===== config.mk =====
export PLATFORM = sky130hd
export DESIGN_NAME = approx_error_monitor
export DESIGN_NICKNAME = d
export VERILOG_FILES = /design/src/rtl/approx_eval_pkg.sv /design/src/rtl/err_metric_stage.sv /design/src/rtl/approx_error_monitor.sv
export SDC_FILE = /design/constraint.sdc
export NUM_CORES = 1
export LEC_CHECK = 0
export BUFFER_PORTS_ARGS = -buffer_cell sky130_fd_sc_hd__buf_2
export CAP_MARGIN = 10
export CELL_PAD_IN_SITES_DETAIL_PLACEMENT = 1
export CELL_PAD_IN_SITES_GLOBAL_PLACEMENT = 1
export CORE_MARGIN = 3
export CORE_UTILIZATION = 43
export CTS_CLUSTER_SIZE = 24
export DETAILED_ROUTE_END_ITERATION = 7
export GPL_TIMING_DRIVEN = 0
export PLACE_DENSITY = 0.9
export SLEW_MARGIN = 25
export SYNTH_ARGS = -nofsm -noshare
export SYNTH_HDL_FRONTEND = slang
export SYNTH_SLANG_ARGS = --single-unit

===== constraint.sdc =====
create_clock -name clk -period 3.03 [get_ports clk]
set_clock_uncertainty 0.1 [all_clocks]
set_input_delay 0.4545 -clock clk [delete_from_list [all_inputs] [get_ports clk]]
set_output_delay 0.4545 -clock clk [all_outputs]
set_load 0.03 [all_outputs]

===== src/rtl/approx_eval_pkg.sv =====
// Shared types and helpers for the approximate-partition error monitor.
// Helpers take 32-bit operands so they can be reused at any width up to 32.
package approx_eval_pkg;

  typedef enum logic [1:0] {
    IDLE  = 2'd0,
    RUN   = 2'd1,
    DRAIN = 2'd2,
    DONE  = 2'd3
  } state_t;

  function automatic int clog2(input int v);
    int r;
    r = 0;
    while ((1 << r) < v) r++;
    return r;
  endfunction

  function automatic logic [5:0] popcount(input logic [31:0] v);
    logic [5:0] c;
    c = '0;
    for (int i = 0; i < 32; i++) c = c + {5'd0, v[i]};
    return c;
  endfunction

  // Sum clamped at lim; the 33-bit sum keeps the carry out so it cannot wrap.
  function automatic logic [31:0] sat_add(input logic [31:0] a,
                                          input logic [31:0] b,
                                          input logic [31:0] lim);
    logic [32:0] s;
    s = {1'b0, a} + {1'b0, b};
    return (s > {1'b0, lim}) ? lim : s[31:0];
  endfunction

endpackage


===== src/rtl/err_metric_stage.sv =====
// Per-pattern error metrics between exact and approximate outputs,
// registered together with a valid bit.
module err_metric_stage
  import approx_eval_pkg::*;
#(
  parameter  int NUM_OUT = 4,
  localparam int HD_W    = clog2(NUM_OUT + 1)
) (
  input  logic               clk,
  input  logic               rst,
  input  logic               en,
  input  logic [NUM_OUT-1:0] po_exact,
  input  logic [NUM_OUT-1:0] po_approx,
  output logic               vld,
  output logic               mism,
  output logic [HD_W-1:0]    hd,
  output logic [NUM_OUT-1:0] abs_err
);

  logic [NUM_OUT-1:0] diff_x;
  logic [NUM_OUT-1:0] abs_d;
  logic [HD_W-1:0]    hd_d;

  for (genvar b = 0; b < NUM_OUT; b++) begin : g_xor
    assign diff_x[b] = po_exact[b] ^ po_approx[b];
  end

  assign abs_d = (po_exact >= po_approx) ? (po_exact - po_approx)
                                         : (po_approx - po_exact);
  assign hd_d  = HD_W'(popcount(32'(diff_x)));

  always_ff @(posedge clk or posedge rst) begin
    if (rst) begin
      vld     <= 1'b0;
      mism    <= 1'b0;
      hd      <= '0;
      abs_err <= '0;
    end else begin
      vld <= en;
      if (en) begin
        mism    <= |diff_x;
        hd      <= hd_d;
        abs_err <= abs_d;
      end
    end
  end

endmodule


===== src/rtl/approx_error_monitor.sv =====
// Sweeps all 2**NUM_IN patterns through an exact/approximate partition pair
// and accumulates saturating mismatch, Hamming and absolute-error metrics.
module approx_error_monitor
  import approx_eval_pkg::*;
#(
  parameter int NUM_IN  = 7,
  parameter int NUM_OUT = 4,
  parameter int ACC_W   = 16
) (
  input  logic               clk,
  input  logic               rst,
  input  logic               start,
  output logic [NUM_IN-1:0]  pi_out,
  input  logic [NUM_OUT-1:0] po_exact,
  input  logic [NUM_OUT-1:0] po_approx,
  output logic               busy,
  output logic               done,
  output logic [ACC_W-1:0]   err_count,
  output logic [ACC_W-1:0]   hd_sum,
  output logic [ACC_W-1:0]   sum_abs_err,
  output logic [NUM_OUT-1:0] max_abs_err
);

  localparam int                HD_W    = clog2(NUM_OUT + 1);
  localparam logic [NUM_IN-1:0] PI_LAST = '1;
  localparam logic [31:0]       ACC_LIM = (ACC_W >= 32) ? 32'hFFFF_FFFF
                                                        : ((32'd1 << ACC_W) - 32'd1);

  state_t             state, state_nxt;
  logic               start_ok;
  logic               st_vld, st_mism;
  logic [HD_W-1:0]    st_hd;
  logic [NUM_OUT-1:0] st_abs;

  assign start_ok = start && (state == IDLE || state == DONE);
  assign busy     = (state == RUN) || (state == DRAIN);
  assign done     = (state == DONE);

  always_ff @(posedge clk or posedge rst) begin
    if (rst) state <= IDLE;
    else     state <= state_nxt;
  end

  always_comb begin
    state_nxt = state;
    case (state)
      IDLE, DONE: if (start) state_nxt = RUN;
      RUN:        if (pi_out == PI_LAST) state_nxt = DRAIN;
      DRAIN:      state_nxt = DONE;
      default:    state_nxt = IDLE;
    endcase
  end

  // Pattern counter wraps naturally to 0 on the final RUN edge.
  always_ff @(posedge clk or posedge rst) begin
    if (rst)                pi_out <= '0;
    else if (start_ok)      pi_out <= '0;
    else if (state == RUN)  pi_out <= pi_out + 1'b1;
  end

  err_metric_stage #(.NUM_OUT(NUM_OUT)) u_stage (
    .clk       (clk),
    .rst       (rst),
    .en        (state == RUN),
    .po_exact  (po_exact),
    .po_approx (po_approx),
    .vld       (st_vld),
    .mism      (st_mism),
    .hd        (st_hd),
    .abs_err   (st_abs)
  );

  always_ff @(posedge clk or posedge rst) begin
    if (rst) begin
      err_count   <= '0;
      hd_sum      <= '0;
      sum_abs_err <= '0;
      max_abs_err <= '0;
    end else if (start_ok) begin
      err_count   <= '0;
      hd_sum      <= '0;
      sum_abs_err <= '0;
      max_abs_err <= '0;
    end else if (st_vld) begin
      err_count   <= ACC_W'(sat_add(32'(err_count),   {31'd0, st_mism}, ACC_LIM));
      hd_sum      <= ACC_W'(sat_add(32'(hd_sum),      32'(st_hd),       ACC_LIM));
      sum_abs_err <= ACC_W'(sat_add(32'(sum_abs_err), 32'(st_abs),      ACC_LIM));
      if (st_abs > max_abs_err) max_abs_err <= st_abs;
    end
  end

endmodule


## Yosys cells after proc, flatten, opt, wreduce, memory -nomap -nowiden

Index checks and enable logic that the tools add are counted.

- Flip-flop bits (word level): 70
- Bits of input ports: 11
- Output and inout bits: 61
- Logic and storage cells: 63

- Add/sub/neg operators: 9
- Magnitude comparators: 5
- Equal/unequal tests: 6
- Muxes and demuxes: 18
- Bitwise gates (word level): 4
- Reduce and logical (&&, ||, !) cells: 11

Operators with widths:

| operator | count |
|---|---|
| 2-to-1 mux 16 bit | 9 |
| greater-than comparator 17 x 16 -> 1 bit (second input constant) | 3 |
| adder 16 x 1 -> 17 bit | 1 |
| adder 16 x 3 -> 17 bit | 1 |
| adder 16 x 4 -> 17 bit | 1 |
| 2-to-1 mux 4 bit | 4 |
| 2-to-1 mux 7 bit | 2 |
| subtractor 4 bit | 2 |
| adder 7 x 1 -> 7 bit (second input constant) | 1 |
| == test 7 bit (second input constant) | 1 |
| adder 3 x 1 -> 3 bit | 2 |
| one-hot mux 2 bit (3 select lines) | 1 |
| nonzero test 2 bit | 3 |
| == test 2 bit (second input constant) | 2 |
| >= comparator 4 bit | 1 |
| greater-than comparator 4 bit | 1 |
| 2-to-1 mux 2 bit | 2 |
| != test 2 bit (second input constant) | 2 |
| AND reduction 2 bit | 2 |
| OR reduction 4 bit | 1 |
| bitwise XOR 1 bit | 4 |
| adder 1 x 1 -> 2 bit | 1 |
| == test 2 x 1 -> 1 bit (second input constant) | 1 |
| logical NOT 2 bit | 1 |
| 3 further kinds | 4 |

## Longest topological paths before layout

- Depth after elaboration: 5
- Gate-level depth with buffers: 9
- Gate-level depth less buffers: 8

## Hierarchy

From an unflattened synthesis, not the netlist that was laid out.

- Cell total of the unflattened synthesis: 431
- Area, all modules: 4112.7 sq um

By module, submodules not included:

| module | times used | cells each | area each (sq um) | sequential area each (sq um) |
|---|---|---|---|---|
| approx_error_monitor | 1 | 353 | 3370.7 | 1526.5 |
| err_metric_stage | 1 | 78 | 742.0 | 225.2 |

## Least setup slack after synthesis

OpenSTA, ideal clock, no wires.

- Kind: flip-flop to flip-flop
- From: register hd_sum[0]
- To: register hd_sum[7]
- Library setup time: 0.086 ns
- Data arrival time: 2.425 ns
- Data required time: 2.844 ns
- Path slack: 0.419 ns
- Stages on the path, launching flop included: 10
- Buffers on the path: 1
- Period minus slack after synthesis: 2.611 ns
- Cells stage by stage: dfrtp_1 ha_1 inv_1 fa_1 nor2b_1 o211ai_1 or3_1 clkbuf_1 and4_1 nor3_1

- Longest elaborated chain between the ends: 5

RTL lines:

| what | RTL line | source |
|---|---|---|
| from (decl) | approx_error_monitor.sv:19 | `output logic [ACC_W-1:0] hd_sum,` |
| from (signal assigned) | approx_error_monitor.sv:86 | `hd_sum <= ACC_W'(sat_add(32'(hd_sum), 32'(st_hd), ACC_LIM));` |
| adder 16 x 3 -> 17 bit * | approx_eval_pkg.sv:31 | `s = {1'b0, a} + {1'b0, b};` |
| greater-than comparator 17 x 16 -> 1 bit | approx_eval_pkg.sv:32 | `return (s > {1'b0, lim}) ? lim : s[31:0];` |
| 2-to-1 mux 16 bit * | approx_eval_pkg.sv:32 |  |
| 2-to-1 mux 16 bit * | approx_error_monitor.sv:84 | `end else if (st_vld) begin` |
| 2-to-1 mux 16 bit * | approx_error_monitor.sv:79 | `end else if (start_ok) begin` |

Every way passes the cells marked *; elsewhere a longest branch is shown, timed or not. The select of a mux whose other input is x is not followed.
A chain may end at the register's enable or synchronous reset.

## Final worst setup path

Same ends and word-level chain as after synthesis.

==> results.cfg <==
[power_and_ir_drop]
p_leak_nw = 2.379
power.switching_mw = 1.836
switching_share_pct = 44.92
power.density_nw_per_um2 = 826.1
finalPower_mw = 4.087
irDropWorstVdd_mv = 0.4318
power_frac_seq_pct = 32.3
clkPwrFrac_pct = 22.1
internal_power_mw = 2.251
power_frac_comb_pct = 45.6

[status]
status = completed

[critical_path]
worstPathCellList = ha_1, inv_1, fa_1, nor2b_1, o211ai_1, or3_1, clkbuf_1, and4_1, nor3_1
path_class = reg2reg
cp_slowest_cell = fa_1
slowest_delay_ns = 0.42
r2r_slack_ns = 0.20
reg2reg_from = hd_sum[0]
cp_max_fo = 9
timing.rr.end = hd_sum[7]
startpoint_type = register
worst_ep_required_time_ns = 3.19
r2r_cells = 9
cp-end-kind = register
arrival_ns = 2.98

[floorplanning]
coreArea_sq_um = 9328
num_rows = 35
pin_count = 72
die_h_um = 104.3
initial_utilization_pct = 44.56
die_width_um = 104.3
dieArea_sq_um = 10880

[grt]
grt_pass1_wl_um = 20480
overflow = 0
grt_pass1_vias = 3982
grt_max_degree = 44
grt_usage_pct = 23.23
antenna_found_initial = 0

[yosys]
synthTopCellsByCount = dfrtp_1, inv_1, nand2_1
synth_area_per_cell_sq_um = 9.383
synth_cell_types = 53
synth.most_common_cell = dfrtp_1
synth_edf_count = 0
ys.flop_type = dfrtp_1
syn_nets = 486
yosysTopAreaCell = dfrtp_1
synth_seq_cells = 70
netlist_instances = 443
synth.top_cell.area_share_pct = 42.14
syn_area_sq_um = 4156
ys.warnings.count = 0
ys_seq_area_share_pct = 42.14
synth-async-reset-ratio_pct = 100.0
ys_top_cells_by_area = dfrtp_1, ha_1, o21ai_0

[hold_path]
whs_endpoint = state[1]
min_from = start
hp-class = in2reg
whs_path_depth = 4

[cells_and_area]
multiInputGateArea_sq_um = 2208
layout-drive-gt1-share_pct = 18.42
diodes = 0
seq_area_sq_um = 1752
final_cells = 661
fillCellCount = 1129
final_nets = 570
syn_to_final_growth_pct = 19.02

[placed_design]
portBuffers = 71
dpl.hpwl_um = 8835
gp_congestion = 0.8260
place_inst = 644

[sta]
finalCritPeriodShare_pct = 93.29
fin_crit_ns = 2.827
slew_violations = 0
fin_setup_tns_ns = 0
max_slew.worst_pin.slew_ns = 0.8206
relSlewSlack_pct = 45.09
hold_viol = 0
final-setup-viol-count = 0
hold_ws_ns = 0.4032
rsz0062_at_grt = false
max_freq_mhz = 353.8

[run]
maxCapViolations = 0

[clock_tree]
cts_setup_buffers = 0
htreeDepth = 3
clockBufferDepth = 2
cts_root_buffer = clkbuf_8
cts_buffers = 9
cts_sinks = 70
cts_tree = yes
path_clk_slew_ns = 0.08
clock_latency_ns = 0.35

[route]
detail_route.wirelength_um = 12280
first_pass_iters = 5
num_vias = 3857
drtIter0Drc = 174
drc = 0
post_drt_via_cell_ratio = 5.835
wire_per_inst_um = 18.58
ant_nets = 0
how the worst max path moves through the flow:
stage | slack [ns] | startpoint | to
2_1_floorplan | 0.42 | hd_sum[0] | hd_sum[7]
3_3_place_gp | -0.18 | rst | sum_abs_err[10]
3_5_place_dp | 0.29 | hd_sum[0] | hd_sum[7]
4_1_cts | 0.21 | hd_sum[0] | hd_sum[7]
5_1_grt | 0.02 | hd_sum[0] | hd_sum[7]
6_report | 0.20 | hd_sum[0] | hd_sum[7]
cell type report:
| type | instances | share of cell area, % |
|---|---|---|
| clock inverter | 4 | 1.543 |
| sequential | 70 | 35.41 |
| timing repair buffer | 73 | 7.790 |
| multi-input combinational | 321 | 44.64 |
| buffer | 16 | 1.239 |
| inverter | 36 | 2.782 |
| tap | 129 | 3.263 |
| clock buffer | 12 | 3.338 |
timing repair:
item	4_1_cts	5_1_grt
endpoints found under the hold margin	18	0
hold buffers	1	0
gates resized for setup	0	0
metal layers:
layer	GRT usage [%]	vias up	wire length (um)
met5	0	-	0
met4	7.597	0	212
met3	4.221	18	468
met2	40.91	85	6466
met1	28.63	1968	5135
li1	-	1786	-
logic make-up (layout without fill, tap and decap cells):
| group | Yosys count | after routing | share of synthesized area (%) |
|---|---|---|---|
| fa+ha+maj | 32 | 32 | 10.54 |
| buf+inv | 52 | 141 | 4.726 |
| compound gates | 117 | 117 | 17.70 |
| xor+xnor | 10 | 10 | 2.107 |
| simple gates | 148 | 148 | 19.33 |
| flops | 70 | 70 | 42.14 |
| mux | 14 | 14 | 3.462 |
worst max-delay path: cells and delay by family (launching register included):
kind,cells,cell delay [ns]
compound gates,1,0.27
fa+ha+maj,2,0.64
buf+inv,2,0.28
flops,1,0.39
simple gates,4,1.07
registers in the layout (all words and copies together) (netlist names):
| name | cells |
|---|---|
| u_stage.vld | 1 |
| pi_out | 7 |
| err_count | 16 |
| sum_abs_err | 16 |
| max_abs_err | 4 |
| u_stage.hd | 3 |
| state | 2 |
| hd_sum | 16 |
| u_stage.abs_err | 4 |
| u_stage.mism | 1 |
layout by cell type (no fill, tap or decap), drive strengths merged, types with 3 or more instances in the layout:
cell	Yosys	layout
o21a	3	3
inv	36	37
xnor2	4	4
nand3	18	18
a211oi	7	7
a31oi	17	17
o21ai	35	35
and4	10	10
fa	5	5
nor2b	6	6
nand2	34	34
nand4	7	7
clkbuf	14	26
a311oi	7	7
and3	13	13
o211ai	3	3
nor3	20	20
buf	2	74
or3	3	3
nor2	27	27
a21oi	27	27
a41oi	3	3
ha	27	27
mux2i	11	11
xor2	6	6
nor4	3	3
dfrtp	70	70
a21boi	3	3
mux2	3	3
power by group through the flow:
stage                     registers, mW  logic, mW  clock network, mW
final                              1.32       1.86              0.904
after global routing               1.35       2.07              0.961
after CTS                          1.32       1.88              0.918
after detailed placement           1.33       1.82                  0
after global placement             1.31       1.69                  0
after floorplan                    1.48       1.06                  0
through the flow:
| stage | util (%) | area (sq um) | worst slack, ns |
|---|---|---|---|
| 5_1_grt | 53.04 | 4947 | 0.01694 |
| 6_report | 53.04 | 4947 | 0.2033 |
| 2_1_floorplan | - | 4156 | 0.4186 |
| 3_3_place_gp | 50.10 | 4673 | -0.1809 |
| 3_5_place_dp | 50.34 | 4696 | 0.2865 |
| 4_1_cts | 53.04 | 4947 | 0.2093 |
Power figures use the tool's default switching activity.
